## src/rtl/spi_master.sv

```systemverilog
// Single-frame SPI master (mode 0, MSB first): sends an AW-bit address then a DW-bit word, capturing the data phase from miso.
// Optional `done` strobe on frame completion is enabled by defining SPI_MASTER_DONE_EN.
module spi_master #(
  parameter int AW = 8,
  parameter int DW = 16
) (
  input  logic          clk,
  input  logic          reset_b,
  input  logic [AW-1:0] addr,
  input  logic [DW-1:0] tx,
  output logic [DW-1:0] rx,
  input  logic          en,
  output logic          ss,
  output logic          sclk,
  input  logic          miso,
  output logic          mosi
`ifdef SPI_MASTER_DONE_EN
  ,
  output logic          done
`endif
);

  localparam int FW = AW + DW;
  localparam int CW = (FW > 2) ? $clog2(FW) : 1;
  localparam logic [CW-1:0] LAST_BIT = CW'(FW - 1);

  typedef enum logic [1:0] {
    IDLE,
    SHIFT,
    DONE
  } state_e;

  state_e          state_q, state_d;
  logic [FW-1:0]   sh_q, sh_d;
  logic [DW-1:0]   cap_q, cap_d;
  logic [DW-1:0]   rx_q, rx_d;
  logic [CW-1:0]   cnt_q, cnt_d;
  logic            ss_q, ss_d;
  logic            mosi_q, mosi_d;
  logic            done_q, done_d;

  // NOTE: every signal assigned in this block gets a default first, so no path can leave one unassigned and infer a latch.
  always_comb begin
    state_d = state_q;
    sh_d    = sh_q;
    cap_d   = cap_q;
    rx_d    = rx_q;
    cnt_d   = cnt_q;
    ss_d    = ss_q;
    mosi_d  = mosi_q;
    done_d  = 1'b0;

    unique case (state_q)
      IDLE: begin
        if (en) begin
          sh_d    = {addr, tx};
          mosi_d  = addr[AW-1];
          ss_d    = 1'b0;
          cnt_d   = '0;
          state_d = SHIFT;
        end else begin
          ss_d   = 1'b1;
          mosi_d = 1'b0;
        end
      end

      SHIFT: begin
        if (!en) begin
          // Abort: the partially captured word never reaches rx.
          ss_d    = 1'b1;
          mosi_d  = 1'b0;
          state_d = IDLE;
        end else begin
          // miso still holds the bit of the period that just ended.
          cap_d = {cap_q[DW-2:0], miso};
          sh_d  = {sh_q[FW-2:0], 1'b0};
          cnt_d = cnt_q + 1'b1;
          if (cnt_q == LAST_BIT) begin
            rx_d    = cap_d;
            mosi_d  = 1'b0;
            done_d  = 1'b1;
            state_d = DONE;
          end else begin
            mosi_d = sh_q[FW-2];
          end
        end
      end

      DONE: begin
        // Stay selected until the sequencer drops en; this also blocks re-triggering.
        if (!en) begin
          ss_d    = 1'b1;
          state_d = IDLE;
        end
      end

      default: begin
        ss_d    = 1'b1;
        mosi_d  = 1'b0;
        state_d = IDLE;
      end
    endcase
  end

  // NOTE: state registers use non-blocking assignments so every flop samples the pre-edge values.
  always_ff @(posedge clk) begin
    if (!reset_b) begin
      state_q <= IDLE;
      sh_q    <= '0;
      cap_q   <= '0;
      rx_q    <= '0;
      cnt_q   <= '0;
      ss_q    <= 1'b1;
      mosi_q  <= 1'b0;
      done_q  <= 1'b0;
    end else begin
      state_q <= state_d;
      sh_q    <= sh_d;
      cap_q   <= cap_d;
      rx_q    <= rx_d;
      cnt_q   <= cnt_d;
      ss_q    <= ss_d;
      mosi_q  <= mosi_d;
      done_q  <= done_d;
    end
  end

  // Gated clock: one pulse per clk period while shifting, rising mid-bit, falling as mosi advances.
  assign sclk = (state_q == SHIFT) & ~clk;
  assign rx   = rx_q;
  assign ss   = ss_q;
  assign mosi = mosi_q;

`ifdef SPI_MASTER_DONE_EN
  assign done = done_q;
`else
  logic unused_done;
  assign unused_done = done_q;
`endif

endmodule

```

## config.mk

```make
export PLATFORM = sky130hd
export DESIGN_NAME = spi_master
export DESIGN_NICKNAME = d
export VERILOG_FILES = /design/src/rtl/spi_master.sv
export SDC_FILE = /design/constraint.sdc
export NUM_CORES = 1
export LEC_CHECK = 0
export ABC_CLOCK_PERIOD_IN_PS = 2000
export CAP_MARGIN = 20
export CORE_ASPECT_RATIO = 1.75
export CORE_MARGIN = 5
export CORE_UTILIZATION = 51
export DETAILED_ROUTE_END_ITERATION = 16
export GPL_TIMING_DRIVEN = 0
export PLACE_DENSITY = 0.77
export SYNTH_ARGS = -nofsm -noshare
export SYNTH_HDL_FRONTEND = slang
export SYNTH_SLANG_ARGS = --single-unit
```

## constraint.sdc

```tcl
create_clock -name clk -period 2 [get_ports clk]
set_clock_uncertainty 0.2 [all_clocks]
set_input_delay 0.4 -clock clk [delete_from_list [all_inputs] [get_ports clk]]
set_output_delay 0.4 -clock clk [all_outputs]
set_load 0.02 [all_outputs]
```

Word-level counts from Yosys, hierarchy flattened
Cells that the tools add are included.
{"block": "totals", "register_bits": 63, "in_bits": 28, "word_cells": 43, "mem_count": 0, "latchBits": 0, "out_inout_bits": 19, "mem_bits_rw": 0, "mem_bits_ro": 0}
{"block": "op_classes", "div": 0, "addsub": 1, "n_reduce_logical": 7, "muxes": 18, "shift": 0, "eq_ne": 8, "n_mul": 0, "n_lt_le_gt_ge": 0, "n_bitwise": 2}
{"op": "two-way mux 23 bit", "n": 2}
{"op": "case mux 23 bit (2 select lines)", "n": 1}
{"op": "two-way mux 5 bit", "n": 2}
{"op": "case mux 5 bit (2 select lines)", "n": 1}
{"op": "AND reduction 3 bit", "n": 3}
{"op": "two-way mux 2 bit", "n": 4}
{"op": "!= test 2 bit, second input constant", "n": 4}
{"op": "case mux 2 bit (3 select lines)", "n": 1}
{"op": "adder 5 x 1 -> 5 bit, second input constant", "n": 1}
{"op": "== test 5 bit, second input constant", "n": 1}
{"op": "two-way mux 1 bit", "n": 5}
{"op": "!= test 3 bit, second input constant", "n": 1}
{"op": "case mux 1 bit (3 select lines)", "n": 1}
{"op": "== test 2 x 1 -> 1 bit, second input constant", "n": 1}
{"op": "== test 2 bit, second input constant", "n": 1}
{"op": "zero test 2 bit", "n": 1}
{"op": "case mux 1 bit (2 select lines)", "n": 1}
{"op": "AND reduction 2 bit", "n": 1}
{"op": "nonzero test 2 bit", "n": 1}
{"op": "OR reduction 2 bit", "n": 1}
{"op": "AND 1 bit", "n": 1}
{"op": "inverter 1 bit", "n": 1}

Depth between registers and ports, before layout
Gate-level depths: netlist of the first run.
{"block": "logic_depth", "word_depth": 4, "mapped_depth": 7}

==> summary.md, run 1 <==
| Metric | Value |
|---|---|
| Status | `completed` |
| Library cells used by synthesis | `32` |
| Setup crit start kind | `register` |
| Reg2reg setup slack | `130 ps` |
| Post-CTS Hold Buffers | `0` |
| Area grow syn2layout | `30.31%` |
| Slew headroom | `0.6598` |
| Share of the synthesized area in the top cell type | `0.4435` |
| Pre-antenna DRT Iters | `4` |
| ANT nets after route | `0` |
| Measured slew at the worst slew-check pin | `510.3 ps` |
| Port buffer count | `45` |
| Post-synth EDFFs | `0` |
| Most common cell in the netlist | `dfxtp_1` |
| Syn Area/Cell | `9.576 um2` |
| FF+latch count, synth | `63` |
| Dpl cells | `418` |
| Mapped cell area | `2844 um2` |
| Data required, critical path | `1400 ps` |
| Die W | `66.45 um` |
| 1st-iter DRT viols | `109` |
| Fin area | `3706 um2` |
| Remaining global-route overflow | `0` |
| Largest cells by area after synthesis | `dfxtp_1 (44%), mux2i_1 (8.8%), o211a_1 (8.4%), nand2_1 (7.8%), a21boi_1 (7.4%)` |
| DRT Wirelength | `6083 um` |
| I/O pin cnt | `47` |
| Maxcap violations | `0` |
| WL/cell | `13.86 um` |
| Tcrit/Tclk final | `0.9741` |
| Final #Nets | `390` |
| Clock Latency Late Sink | `450 ps` |
| Worst hold path type | `in2reg` |
| Ys Warns | `0` |
| Fmax | `513.3 MHz` |
| Power per cell area | `933.4 nW/um2` |
| Top_reg_cell synth | `dfxtp_1` |
| Largest net degree at the start of global routing | `19` |
| Pins Over Slew Limit | `0` |
| Final non-filler cell total | `439` |
| Most common library cells after synthesis | `dfxtp_1 (63), nand2_1 (59), a21boi_1 (28), mux2i_1 (25), o211a_1 (24)` |
| VDD IR-drop max | `0.6129 mV` |
| DRC Markers | `0` |
| Core area | `5495 um2` |
| Antenna cells | `0` |
| Pleak | `1.730 nW` |
| Post-synth ARST share | `0` |
| WP data arrival | `1350 ps` |
| CTS tree | `built` |
| Vias per cell | `5.394` |
| Critical path class | `reg2out` |
| Cell Rows | `36` |
| Vias in the first global route | `2349` |
| Setup ws final | `51.73 ps` |
| Setup crit end kind | `primary output` |
| Dpl cell area | `3390 um2` |
| Crit Path Max Fanout | `2` |
| Vias | `2368` |
| HPWL Detailed | `4338 um` |
| Share of cells above drive strength 1 | `0.1350` |
| Place WS | `-365.8 ps` |
| Final min period | `1948 ps` |
| GRT Total Usage | `0.1894` |
| Die area | `7229 um2` |
| Initial antenna violation count | `0` |
| Number of fill cells in the layout | `492` |
| Area leader, netlist | `dfxtp_1` |
| First-pass GRT wire length | `10310 um` |
| Syn nets | `329` |
| Clock Pin Slew Worst Setup and Hold Paths | `70 ps` |
| Post-Synthesis Cells | `297` |
| Die outline height | `108.8 um` |
| Final hold vios | `0` |
| RD Place Congestion | `0.8256` |
| Sequential-to-total area share from yosys stat | `0.4435` |
| Initial Utilization | `0.5175` |
| Setup-failing EPs final | `0` |
-- metal layers --
layer / global-route usage / up-vias / wire length [um]
met5: 0 / - / 0
met4: 0.1483 / 0 / 225
met3: 0.04124 / 15 / 250
met2: 0.3305 / 56 / 3223
met1: 0.1881 / 1119 / 2383
li1: - / 1178 / -
-- report_power, final --
| part | total (W) | switching (W) | internal (W) |
|---|---|---|---|
| clock network | 0.00149 | 0.000555 | 0.000940 |
| logic | 0.000585 | 0.000286 | 0.000298 |
| registers | 0.00138 | 0.0000455 | 0.00133 |
| total | 0.00346 | 0.000887 | 0.00257 |
-- stage by stage --
step / TNS [ps] / power, W / hold slack, ps / util
2_1_floorplan: 0 / 0.001823 / 235.3 / -
3_3_place_gp: -936.4 / 0.001981 / 248.9 / 0.6168
3_5_place_dp: -896.2 / 0.001996 / 255.5 / 0.6168
4_1_cts: -9.678 / 0.003463 / 79.72 / 0.6683
5_1_grt: -0.4350 / 0.003620 / 106.2 / 0.6744
6_report: 0 / 0.003459 / 98.32 / 0.6744
-- area by class of cell --
class | instances | area [um2] | area share
Multi-Input combinational cell | 205 | 1395 | 0.3764
Timing Repair Buffer | 48 | 459.2 | 0.1239
Buffer | 25 | 197.7 | 0.05334
Clock buffer | 12 | 162.7 | 0.04389
Clock inverter | 7 | 121.4 | 0.03275
Tap cell | 76 | 95.09 | 0.02566
Sequential cell | 63 | 1264 | 0.3410
Inverter | 3 | 11.26 | 0.003038
-- worst paths after layout --
kind | from | endpoint | depth (start not counted)
worst max-delay path | state_q[1] | sclk | 5
worst min-delay path | reset_b | state_q[0] | 3
worst max register to register | state_q[1] | rx[11] | 8
worst min register to register | cap_q[13] | cap_q[14] | 2
-- state kept, by name, summed over array words and instances (netlist names) --
register / flops
cap_q: 15
cnt_q: 5
mosi: 1
rx: 16
sh_q: 23
ss: 1
state_q: 2
-- cell usage in the layout (no fill, tap or decap), drive strengths merged --
master,synthesis,layout
nand3,21,21
bufinv,0,3
clkbuf,9,20
nand3b,1,1
mux2,1,1
buf,17,21
clkdlybuf4s50,0,26
o2111ai,1,1
clkinv,0,4
o21ai,22,22
dfxtp,63,63
o211a,24,24
a31oi,1,1
mux2i,25,25
and2,1,1
dlymetal6s2s,0,3
nand4b,3,3
o21a,1,1
and4b,1,1
ha,4,4
dlygate4sd2,0,15
nand2,59,59
and3b,1,1
a22oi,1,1
a21oi,1,1
a21boi,33,33
inv,3,3
nor2b,4,4
-- what timing repair did --
item                                    in CTS  in global routing
hold endpoints to repair                     0                  0
resized for setup                           27                  5
pin swaps                                    1                  1
endpoints found under the setup margin      17                  5
setup buffers                                2                  2
-- cells by family after synthesis --
family / share of synthesized area
adder cells (fa/ha/maj): 0.01760
multiplexers: 0.09195
flip-flops: 0.4435
buffers and inverters: 0.07302
AND/OR/NAND/NOR: 0.1491
AO/OA/AOI/OAI: 0.2248
-- critical path, stage by stage (launching register included) --
cell and delay (ps):
dfxtp_2 330, inv_2 50, ha_4 160, buf_12 120, nor2b_4 110, buf_6 120
(Power assumes the default switching activity.)
==> run 2: changes to the inputs <==
- CTS_CLUSTER_SIZE: default -> 16
==> results of run 2 <==
The final DEF is identical to that of run 1; final timing and power are the same.
==> run 3: changes to the inputs <==
- ABC_CLOCK_PERIOD_IN_PS: 2000 -> 2500
- CORE_UTILIZATION: 51 -> 57
- PLACE_DENSITY: 0.77 -> 0.85
- clock period: 2 -> 2.5 ns (I/O delays scaled with it)
==> summary.md, run 3 (synthesized netlist as in run 1, its figures left out) <==
| Metric | Value |
|---|---|
| Largest Register | `sh_q (unchanged)` |
| Initial Utilization | `0.5813 (was 0.5175)` |
| HPWL Detailed | `4449 um (was 4338 um)` |
| Core area | `4892 um2 (was 5495 um2)` |
| Vias in the first global route | `2339 (was 2349)` |
| Worst reg2reg startpoint | `cnt_q[0] (was state_q[1])` |
| Measured slew at the worst slew-check pin | `451.1 ps (was 510.3 ps)` |
| GRT Total Usage | `0.1986 (was 0.1894)` |
| Die outline height | `103.4 um (was 108.8 um)` |
| Setup-failing EPs final | `0 (unchanged)` |
| First-pass GRT wire length | `10200 um (was 10310 um)` |
| CP Cell Sequence | `clkbuf_8, clkbuf_8, nor2b_1, buf_2 (was inv_2, ha_4, buf_12, nor2b_4, buf_6)` |
| Delay-heaviest family, CP | `buffers and inverters (was flip-flops)` |
| Crit path launch | `clk (was state_q[1])` |
| Status | `completed (unchanged)` |
| Most common cell after layout, fill and taps aside | `dfxtp_1 (unchanged)` |
| Reg2Reg Depth | `5 (was 8)` |
| Power per cell area | `673.1 nW/um2 (was 933.4 nW/um2)` |
| Worst min-delay path startpoint | `reset_b (unchanged)` |
| Vias per cell | `5.655 (was 5.394)` |
| WP buf/inv | `3 (unchanged)` |
| Final hold vios | `0 (unchanged)` |
| Final #Nets | `387 (was 390)` |
| Critical R2R Capture | `rx[14] (was rx[11])` |
| Clock Pin Slew Worst Setup and Hold Paths | `60 ps (was 70 ps)` |
| Maxcap violations | `0 (unchanged)` |
| Pins Over Slew Limit | `0 (unchanged)` |
| Largest net degree at the start of global routing | `20 (was 19)` |
| DRC Markers | `0 (unchanged)` |
| RD Place Congestion | `0.8243 (was 0.8256)` |
| WL/cell | `14.51 um (was 13.86 um)` |
| RSZ-0062 raised after global routing | `false` |
| Slew headroom | `0.6993 (was 0.6598)` |
| Top cell by count, worst path | `clkbuf_8` |
| VDD IR-drop max | `0.5777 mV (was 0.6129 mV)` |
| DRT Wirelength | `5979 um (was 6083 um)` |
| Remaining global-route overflow | `0 (unchanged)` |
| Worst Setup EP | `sclk (unchanged)` |
| Area grow syn2layout | `24.42% (was 30.31%)` |
| Reg2reg setup slack | `630 ps (was 130 ps)` |
| Overall Power | `0.002382 W (was 0.003459 W)` |
| CTS tree | `built (unchanged)` |
| ANT nets after route | `0 (unchanged)` |
| Data required, critical path | `1800 ps (was 1400 ps)` |
| Commonest non-fill, non-tap cells in the layout | `dfxtp_1 (63), nand2_1 (59), clkdlybuf4s50_1 (44) (was dfxtp_1 (61), nand2_1 (59), a21boi_1 (28))` |
| Setup crit end kind | `primary output (unchanged)` |
| Worst hold path type | `in2reg (unchanged)` |
| Cell Rows | `34 (was 36)` |
| Hold_ws | `211.8 ps (was 98.32 ps)` |
| Share of cells above drive strength 1 | `0.1034 (was 0.1350)` |
| Slowest CP cell | `buf_2 (was dfxtp_2)` |
| Die W | `63.40 um (was 66.45 um)` |
| Crit Path Max Fanout | `2 (unchanged)` |
| Setup crit start kind | `clock port (was register)` |
| Critical path class | `clk2out (was reg2out)` |
| Pre-antenna DRT Iters | `6 (was 4)` |
| Critical path depth in cells | `4 (was 5)` |
| Hold Path Depth | `2 (was 3)` |
| Antenna cells | `0 (unchanged)` |
| I/O pin cnt | `47 (unchanged)` |
| Port buffer count | `45 (unchanged)` |
| WP data arrival | `1730 ps (was 1350 ps)` |
| Clock Latency Late Sink | `440 ps (was 450 ps)` |
| Post-CTS Hold Buffers | `0 (unchanged)` |
| Max FFs per register | `23 (unchanged)` |
| 1st-iter DRT viols | `142 (was 109)` |
| Max stage delay on crit path | `160 ps (was 330 ps)` |
| Vias | `2330 (was 2368)` |
| Initial antenna violation count | `0 (unchanged)` |
| Die area | `6558 um2 (was 7229 um2)` |
| Pleak | `1.538 nW (was 1.730 nW)` |
run 3: changes by cell type in the layout (fill, tap and decap cells not counted), moves of 2 or more:
cell,delta
buf_4,-4
dfxtp_2,-2
bufinv_16,-3
clkinv_4,-3
clkbuf_1,+3
dlygate4sd2_1,-15
clkdlybuf4s50_1,+18
dfxtp_1,+2
dlymetal6s2s_1,-3
run 3: stage by stage:
stage / util / setup slack, ps / std cells / TNS, ps / area, um2
2_1_floorplan: - / 245.7 / 297 / 0 / 2844
3_3_place_gp: 0.6872 / -126.2 / 396 / -126.2 / 3362
3_5_place_dp: 0.6872 / -126.2 / 396 / -126.2 / 3362
4_1_cts: 0.7233 / 61.16 / 412 / 0 / 3538
5_1_grt: 0.7233 / 37.16 / 412 / 0 / 3538
6_report: 0.7233 / 74.07 / 412 / 0 / 3538
run 3: worst min-delay path by stage:
stage                 to  slack (ps)
3_3_place_gp   cap_q[14]         250
3_5_place_dp    cap_q[0]         260
5_1_grt         cap_q[0]         220
4_1_cts         cap_q[0]         200
2_1_floorplan  cap_q[14]         240
6_report        cap_q[0]         210
run 3: timing repair:
item,CTS,global route
resized for setup,5,0
setup endpoints to repair,2,0
setup buffers,0,0
hold endpoints to repair,0,0
run 3: final cells by class:
type,count,area [um2]
repair buffers,44,440.4
multi-input cells,205,1378
clock buffers,16,181.4
well taps,54,67.56
clock inverters,2,10.01
fillers,367,1354
inverters,3,11.26
flip-flops and latches,63,1261
plain buffers,25,188.9
run 3: routing by layer:
metal  track usage  vias to the layer above  part of all wire
li1              -                     1162                 -
met1        0.1904                     1098              0.38
met2        0.3670                       55              0.55
met3       0.04541                       15             0.043
met4        0.1408                        0             0.029
met5             0                        -                 0
run 3: power breakdown:
| part | switching [W] | total [W] | internal (W) |
|---|---|---|---|
| Sequential | 0.0000361 | 0.00110 | 0.00107 |
| Clock | 0.000385 | 0.000838 | 0.000453 |
| Combinational | 0.000219 | 0.000440 | 0.000221 |
